File: src/rtl/object_recognition_if.sv
// Pixel-stream and centroid-result bundle for the object_recognition tracker.
// The master drives the tagged pixel stream; the slave returns the centroids and separations.
interface object_recognition_if;
  logic [1:0] color;
  logic [9:0] interesting_x;
  logic [8:0] interesting_y;
  logic       interesting_flag;
  logic       frame_flag;

  logic [9:0] a_x;
  logic [8:0] a_y;
  logic [9:0] b_x;
  logic [8:0] b_y;
  logic [9:0] c_x;
  logic [8:0] c_y;
  logic [9:0] d_x;
  logic [8:0] d_y;
  logic [9:0] m_x;
  logic [8:0] m_y;
  logic       corners_flag;

  modport master (
    output color, interesting_x, interesting_y, interesting_flag, frame_flag,
    input  a_x, a_y, b_x, b_y, c_x, c_y, d_x, d_y, m_x, m_y, corners_flag
  );

  modport slave (
    input  color, interesting_x, interesting_y, interesting_flag, frame_flag,
    output a_x, a_y, b_x, b_y, c_x, c_y, d_x, d_y, m_x, m_y, corners_flag
  );
endinterface

File: src/rtl/object_recognition.sv
// Per-frame centroid tracker for four colour classes with pairwise minimum separation.
// Sums are divided by counts in eight parallel 10-step restoring dividers after each frame edge.
module object_recognition (
  input logic clk,
  input logic reset,
  object_recognition_if.slave bus
);

  typedef enum logic [1:0] {IDLE, DIVIDE, LOAD, MINDIST} state_t;

  logic        r_framePrev;
  logic [18:0] r_cnt [4];
  logic [28:0] r_sx [4];
  logic [27:0] r_sy [4];

  state_t      r_state;
  logic [3:0]  r_step;
  logic [18:0] r_div [4];
  logic        r_zero [4];
  logic [18:0] r_rem [8];
  logic [9:0]  r_dq [8];
  logic        r_ovf [8];

  logic [9:0]  r_cx [4];
  logic [8:0]  r_cy [4];
  logic [9:0]  r_mx;
  logic [8:0]  r_my;
  logic        r_corners;

  logic        w_frameRise;
  logic [19:0] w_trial [8];
  logic [18:0] w_diff [8];
  logic        w_fit [8];
  logic [9:0]  w_qx [4];
  logic [8:0]  w_qy [4];
  logic [9:0]  w_minX;
  logic [8:0]  w_minY;

  assign w_frameRise = bus.frame_flag & ~r_framePrev;

  function automatic logic [9:0] absX(input logic [9:0] p, input logic [9:0] q);
    return (p > q) ? (p - q) : (q - p);
  endfunction

  function automatic logic [8:0] absY(input logic [8:0] p, input logic [8:0] q);
    return (p > q) ? (p - q) : (q - p);
  endfunction

  // Accumulators restart on every frame edge, seeded with the boundary pixel if one is present.
  always_ff @(posedge clk or posedge reset) begin
    if (reset) begin
      r_framePrev <= 1'b0;
      for (int c = 0; c < 4; c++) begin
        r_cnt[c] <= '0;
        r_sx[c]  <= '0;
        r_sy[c]  <= '0;
      end
    end else begin
      r_framePrev <= bus.frame_flag;
      for (int c = 0; c < 4; c++) begin
        if (w_frameRise) begin
          if (bus.interesting_flag && (bus.color == c[1:0])) begin
            r_cnt[c] <= 19'd1;
            r_sx[c]  <= {19'd0, bus.interesting_x};
            r_sy[c]  <= {19'd0, bus.interesting_y};
          end else begin
            r_cnt[c] <= '0;
            r_sx[c]  <= '0;
            r_sy[c]  <= '0;
          end
        end else if (bus.interesting_flag && (bus.color == c[1:0])) begin
          r_cnt[c] <= r_cnt[c] + 19'd1;
          r_sx[c]  <= r_sx[c] + {19'd0, bus.interesting_x};
          r_sy[c]  <= r_sy[c] + {19'd0, bus.interesting_y};
        end
      end
    end
  end

  // Lanes 0..3 divide x sums, lanes 4..7 divide y sums; the remainder never exceeds the divisor,
  // so the 19-bit modular subtraction is exact whenever the trial fits.
  always_comb begin
    for (int l = 0; l < 8; l++) begin
      w_trial[l] = {r_rem[l], r_dq[l][9]};
      w_fit[l]   = (w_trial[l] >= {1'b0, r_div[l[1:0]]});
      w_diff[l]  = w_trial[l][18:0] - r_div[l[1:0]];
    end
    for (int c = 0; c < 4; c++) begin
      if (r_zero[c])
        w_qx[c] = '0;
      else if (r_ovf[c])
        w_qx[c] = 10'h3FF;
      else
        w_qx[c] = r_dq[c];
      if (r_zero[c])
        w_qy[c] = '0;
      else if (r_ovf[c+4] || r_dq[c+4][9])
        w_qy[c] = 9'h1FF;
      else
        w_qy[c] = r_dq[c+4][8:0];
    end
  end

  always_comb begin
    w_minX = 10'h3FF;
    w_minY = 9'h1FF;
    for (int i = 0; i < 3; i++) begin
      for (int j = i + 1; j < 4; j++) begin
        if (absX(r_cx[i], r_cx[j]) < w_minX) w_minX = absX(r_cx[i], r_cx[j]);
        if (absY(r_cy[i], r_cy[j]) < w_minY) w_minY = absY(r_cy[i], r_cy[j]);
      end
    end
  end

  // Snapshot is taken only when idle, so a second frame edge mid-division cannot corrupt it.
  // The high sum bits start as the partial remainder; if they already reach the divisor
  // the quotient cannot fit and the lane saturates.
  always_ff @(posedge clk or posedge reset) begin
    if (reset) begin
      r_state   <= IDLE;
      r_step    <= '0;
      r_mx      <= '0;
      r_my      <= '0;
      r_corners <= 1'b0;
      for (int c = 0; c < 4; c++) begin
        r_div[c]  <= '0;
        r_zero[c] <= 1'b0;
        r_cx[c]   <= '0;
        r_cy[c]   <= '0;
      end
      for (int l = 0; l < 8; l++) begin
        r_rem[l] <= '0;
        r_dq[l]  <= '0;
        r_ovf[l] <= 1'b0;
      end
    end else begin
      r_corners <= 1'b0;
      case (r_state)
        IDLE: begin
          if (w_frameRise) begin
            for (int c = 0; c < 4; c++) begin
              r_div[c]    <= r_cnt[c];
              r_zero[c]   <= (r_cnt[c] == 19'd0);
              r_rem[c]    <= r_sx[c][28:10];
              r_dq[c]     <= r_sx[c][9:0];
              r_ovf[c]    <= (r_sx[c][28:10] >= r_cnt[c]);
              r_rem[c+4]  <= {1'b0, r_sy[c][27:10]};
              r_dq[c+4]   <= r_sy[c][9:0];
              r_ovf[c+4]  <= ({1'b0, r_sy[c][27:10]} >= r_cnt[c]);
            end
            r_step  <= '0;
            r_state <= DIVIDE;
          end
        end
        DIVIDE: begin
          for (int l = 0; l < 8; l++) begin
            r_rem[l] <= w_fit[l] ? w_diff[l] : w_trial[l][18:0];
            r_dq[l]  <= {r_dq[l][8:0], w_fit[l]};
          end
          r_step <= r_step + 4'd1;
          if (r_step == 4'd9) r_state <= LOAD;
        end
        LOAD: begin
          for (int c = 0; c < 4; c++) begin
            r_cx[c] <= w_qx[c];
            r_cy[c] <= w_qy[c];
          end
          r_state <= MINDIST;
        end
        MINDIST: begin
          r_mx      <= w_minX;
          r_my      <= w_minY;
          r_corners <= 1'b1;
          r_state   <= IDLE;
        end
        default: r_state <= IDLE;
      endcase
    end
  end

  assign bus.a_x          = r_cx[0];
  assign bus.a_y          = r_cy[0];
  assign bus.b_x          = r_cx[1];
  assign bus.b_y          = r_cy[1];
  assign bus.c_x          = r_cx[2];
  assign bus.c_y          = r_cy[2];
  assign bus.d_x          = r_cx[3];
  assign bus.d_y          = r_cy[3];
  assign bus.m_x          = r_mx;
  assign bus.m_y          = r_my;
  assign bus.corners_flag = r_corners;

endmodule

File: src/flat_wrapper.sv
// flat-port wrapper written by rule: the top's interface ports become plain ports
module object_recognition_flat 
  (clk, reset, bus_color, bus_interesting_x, bus_interesting_y, bus_interesting_flag, bus_frame_flag, bus_a_x, bus_a_y, bus_b_x, bus_b_y, bus_c_x, bus_c_y, bus_d_x, bus_d_y, bus_m_x, bus_m_y, bus_corners_flag);
  object_recognition_if bus_i ();
  input logic clk;
  input logic reset;
  input wire logic [$bits(bus_i.color)-1:0] bus_color;
  input wire logic [$bits(bus_i.interesting_x)-1:0] bus_interesting_x;
  input wire logic [$bits(bus_i.interesting_y)-1:0] bus_interesting_y;
  input wire logic [$bits(bus_i.interesting_flag)-1:0] bus_interesting_flag;
  input wire logic [$bits(bus_i.frame_flag)-1:0] bus_frame_flag;
  output wire logic [$bits(bus_i.a_x)-1:0] bus_a_x;
  output wire logic [$bits(bus_i.a_y)-1:0] bus_a_y;
  output wire logic [$bits(bus_i.b_x)-1:0] bus_b_x;
  output wire logic [$bits(bus_i.b_y)-1:0] bus_b_y;
  output wire logic [$bits(bus_i.c_x)-1:0] bus_c_x;
  output wire logic [$bits(bus_i.c_y)-1:0] bus_c_y;
  output wire logic [$bits(bus_i.d_x)-1:0] bus_d_x;
  output wire logic [$bits(bus_i.d_y)-1:0] bus_d_y;
  output wire logic [$bits(bus_i.m_x)-1:0] bus_m_x;
  output wire logic [$bits(bus_i.m_y)-1:0] bus_m_y;
  output wire logic [$bits(bus_i.corners_flag)-1:0] bus_corners_flag;
  assign bus_i.color = bus_color;
  assign bus_i.interesting_x = bus_interesting_x;
  assign bus_i.interesting_y = bus_interesting_y;
  assign bus_i.interesting_flag = bus_interesting_flag;
  assign bus_i.frame_flag = bus_frame_flag;
  assign bus_a_x = bus_i.a_x;
  assign bus_a_y = bus_i.a_y;
  assign bus_b_x = bus_i.b_x;
  assign bus_b_y = bus_i.b_y;
  assign bus_c_x = bus_i.c_x;
  assign bus_c_y = bus_i.c_y;
  assign bus_d_x = bus_i.d_x;
  assign bus_d_y = bus_i.d_y;
  assign bus_m_x = bus_i.m_x;
  assign bus_m_y = bus_i.m_y;
  assign bus_corners_flag = bus_i.corners_flag;
  object_recognition u_core (.clk(clk), .reset(reset), .bus(bus_i));
endmodule
File: config.mk
export PLATFORM = sky130hd
export DESIGN_NAME = object_recognition_flat
export DESIGN_NICKNAME = d
export VERILOG_FILES = /design/src/rtl/object_recognition_if.sv /design/src/rtl/object_recognition.sv /design/src/flat_wrapper.sv
export SDC_FILE = /design/constraint.sdc
export NUM_CORES = 2
export LEC_CHECK = 0
export CAP_MARGIN = 20
export CORE_AREA = 2 2 436 438
export DETAILED_ROUTE_END_ITERATION = 10
export DIE_AREA = 0 0 438 440
export HOLD_SLACK_MARGIN = 0.03
export PLACE_DENSITY_LB_ADDON = 0.05
export SLEW_MARGIN = 40
export SYNTH_ARGS = -nofsm -noshare
export SYNTH_HDL_FRONTEND = slang
export SYNTH_SLANG_ARGS = --single-unit
File: constraint.sdc
create_clock -name clk -period 41 [get_ports clk]
set_clock_uncertainty 0.2 [all_clocks]
set_input_delay 12.3 -clock clk [delete_from_list [all_inputs] [get_ports clk]]
set_output_delay 12.3 -clock clk [all_outputs]
set_load 0.01 [all_outputs]
==> flow_metrics.tcl <==
set metrics [dict create \
    status "completed" \
    place_congestion 0.885 \
    max_clock_freq_mhz 62.1 \
    port_buffers 120 \
    drive_gt1_share_pct 4.45 \
    place_ws_ps 24180 \
    post_drt_wl_per_cell_um 20.8 \
    synth_edf_count 0 \
    cp_max_fo 9 \
    syn_area_sq_um 58000 \
    grt_pass1_vias 47300 \
    ant_nets 0 \
    tightest_slew_ps 773 \
    first_pass_iters 5 \
    rows 160 \
    cts_max_level 3 \
    grt_pass1_wl_um 304000 \
    fill_cells 19800 \
    final-hold-violation-count 0 \
    fin_ws_ps 24900 \
    syn_nets 7641 \
    rsz0062_at_grt "false" \
    crit_type "primary input to flip-flop" \
    rrSetupSlack_ps 25910 \
    hold_class "flip-flop to flip-flop" \
    regArea_sq_um 18200 \
    clk_pin_slew_worst_paths_ps 60 \
    insertion_delay_ps 730 \
    cts_setup_buffers 0 \
    cts_resized 0 \
    layout_commonest_cell "dfrtp_1" \
    grtUsageTotal_pct 20.3 \
    maxSlewViolCount 0 \
    drv_cap 0 \
    first_iter_violations 3074 \
    vias 48000 \
    grt_max_degree 133 \
    grt_antenna_before_repair 11 \
    arrival_ps 16490 \
    ios 121 \
    finalSetupTns_ps 0 \
    synthToLayoutAreaGrowth_pct 13.1 \
    ys_seq_elements 727 \
    die_width_um 438 \
    dp_hpwl_um 150000 \
    start_kind "primary input" \
    cp-end-kind "flip-flop" \
    hold_depth 2 \
    ys_seq_area_share_pct 31.3 \
    cp.required_ps 41390 \
    synthCells 6898 \
    yosysWarnings 0 \
    ys_types 90 \
    cts_buffer_depth 3 \
    synthFlopType "dfrtp_1" \
    die-area_sq_um 193000 \
    core_sq_um 189000 \
    cts-hold-fix-buffers 0 \
    maxSlewHeadroom_pct 48.0 \
    period_share_pct 39.3 \
    grt_remaining_overflow 0 \
    start_util_pct 30.8 \
    multi_input_area_sq_um 37200 \
    cts_root_buf "clkbuf_16" \
    cts.sinks 727 \
    avgViaCountPerCell 5.04 \
    finalCriticalPeriod_ps 16100 \
    cts_tree "done" \
    r2r_cells 56 \
    drc 0 \
    final_cell_mix "723 x dfrtp_1, 716 x o21ai_0, 676 x ha_1, 665 x nand2_1, 661 x nor2_1" \
    setup_viol 0 \
    die_h_um 440 \
    synth-async-reset-ratio_pct 100 \
    num-nets-final 7670 \
    syn_area_per_cell_sq_um 8.42 \
    wirelength_um 198000 \
    cts_inserted_buffers 99 \
]
-- worst max-delay path, stage by stage --
cell and delay [ps]:
clkdlybuf4s50_1 700, inv_1 250, fa_1 480, nor2b_1 160, o21ai_0 90, nand2b_1 130
a21oi_1 90, o21bai_1 210, a21oi_1 110, o21bai_1 210, a21o_1 150, a21o_1 240
and3_1 230, and4_1 300, inv_1 60, nor2_1 380, nand4_1 170, xor2_1 160
nor2_1 50
-- kinds of logic (layout without fill, tap and decap cells) --
logic type	Yosys count	after routing	synth area share (%)
fa+ha+maj	719	719	16.0
compound gates	1904	1904	19.6
xor+xnor	406	406	6.14
other cells	0	1	0
flops	727	727	31.3
mux	328	328	5.72
buf+inv	737	847	4.79
simple gates	2077	2077	16.4
-- cells in the mapped netlist, types with 54 or more instances --
cell type  number  area [sq um]
a21boi_0       57           428
a21o_1        196          1470
a21oi_1       547          2740
and3_1         54           338
clkbuf_1      224           841
dfrtp_1       727         18200
ha_1          678          8480
inv_1         476          1790
mux2i_1       303          3030
nand2_1       666          2500
nand2b_1       67           419
nand3_1       112           561
nand4_1       136           851
nor2_1        665          2500
nor2b_1       112           701
nor3_1         91           455
o21ai_0       718          3590
o21bai_1      102           766
or3_1          59           369
xnor2_1       263          2300
xor2_1        142          1240
-- registers in the layout (all words and copies together) (netlist names) --
name and flops:
u_core.r_cnt 76, u_core.r_rem 152, u_core.bus.c_y 9, u_core.bus.m_y 9, u_core.bus.d_x 10, u_core.bus.d_y 9, u_core.r_state 2, u_core.r_div 76
u_core.r_dq 80, u_core.r_sy 112, u_core.bus.a_x 10, u_core.bus.b_x 10, u_core.bus.corners_flag 1, u_core.r_step 4, u_core.bus.a_y 9, u_core.r_ovf 8
u_core.r_sx 116, u_core.bus.b_y 9, u_core.bus.c_x 10, u_core.bus.m_x 10, u_core.r_framePrev 1, u_core.r_zero 4
-- per-layer routing --
layer | track usage [%] | share of wire (%) | routed length [um] | up-vias
met1 | 28.5 | 49 | 97000 | 23000
met5 | 0 | 0 | 0 | -
met2 | 33.9 | 46 | 91500 | 678
li1 | - | - | - | 24200
met3 | 2.23 | 3.0 | 5960 | 184
met4 | 3.89 | 1.9 | 3670 | 0
-- area by class of cell --
type / instances / share of cell area [%]
multi-input cells: 5434 / 56.7
flip-flops and latches: 727 / 27.7
well taps: 2511 / 4.79
clock buffers: 139 / 4.30
repair buffers: 189 / 2.89
inverters: 476 / 2.75
clock inverters: 43 / 0.848
diodes: 1 / 0.00381
-- stage by stage --
stage	hold slack (ps)	area, sq um	util [%]	instances
CTS	282	65600	34.8	9518
finish	275	65600	34.8	9520
floorplan	240	58000	-	6898
detailed placement	270	62200	33.0	9336
global route	300	65600	34.8	9519
global placement	260	62100	32.9	9332
-- path summary, 6_finish.rpt --
kind                                 startpoint                end
max                        bus_interesting_x[1]   u_core.r_sx[115]
min                            u_core.r_div[45]   u_core.r_div[45]
max reg2reg                   u_core.bus.a_x[1]  u_core.bus.m_x[7]
min reg2reg                    u_core.r_div[45]   u_core.r_div[45]
max in group asynchronous                 reset   u_core.r_div[43]
min in group asynchronous                 reset   u_core.r_rem[76]
Power is left out: the tool's default activity adds up to more than one toggle a clock period on the data nets, which glitch-free logic cannot reach.
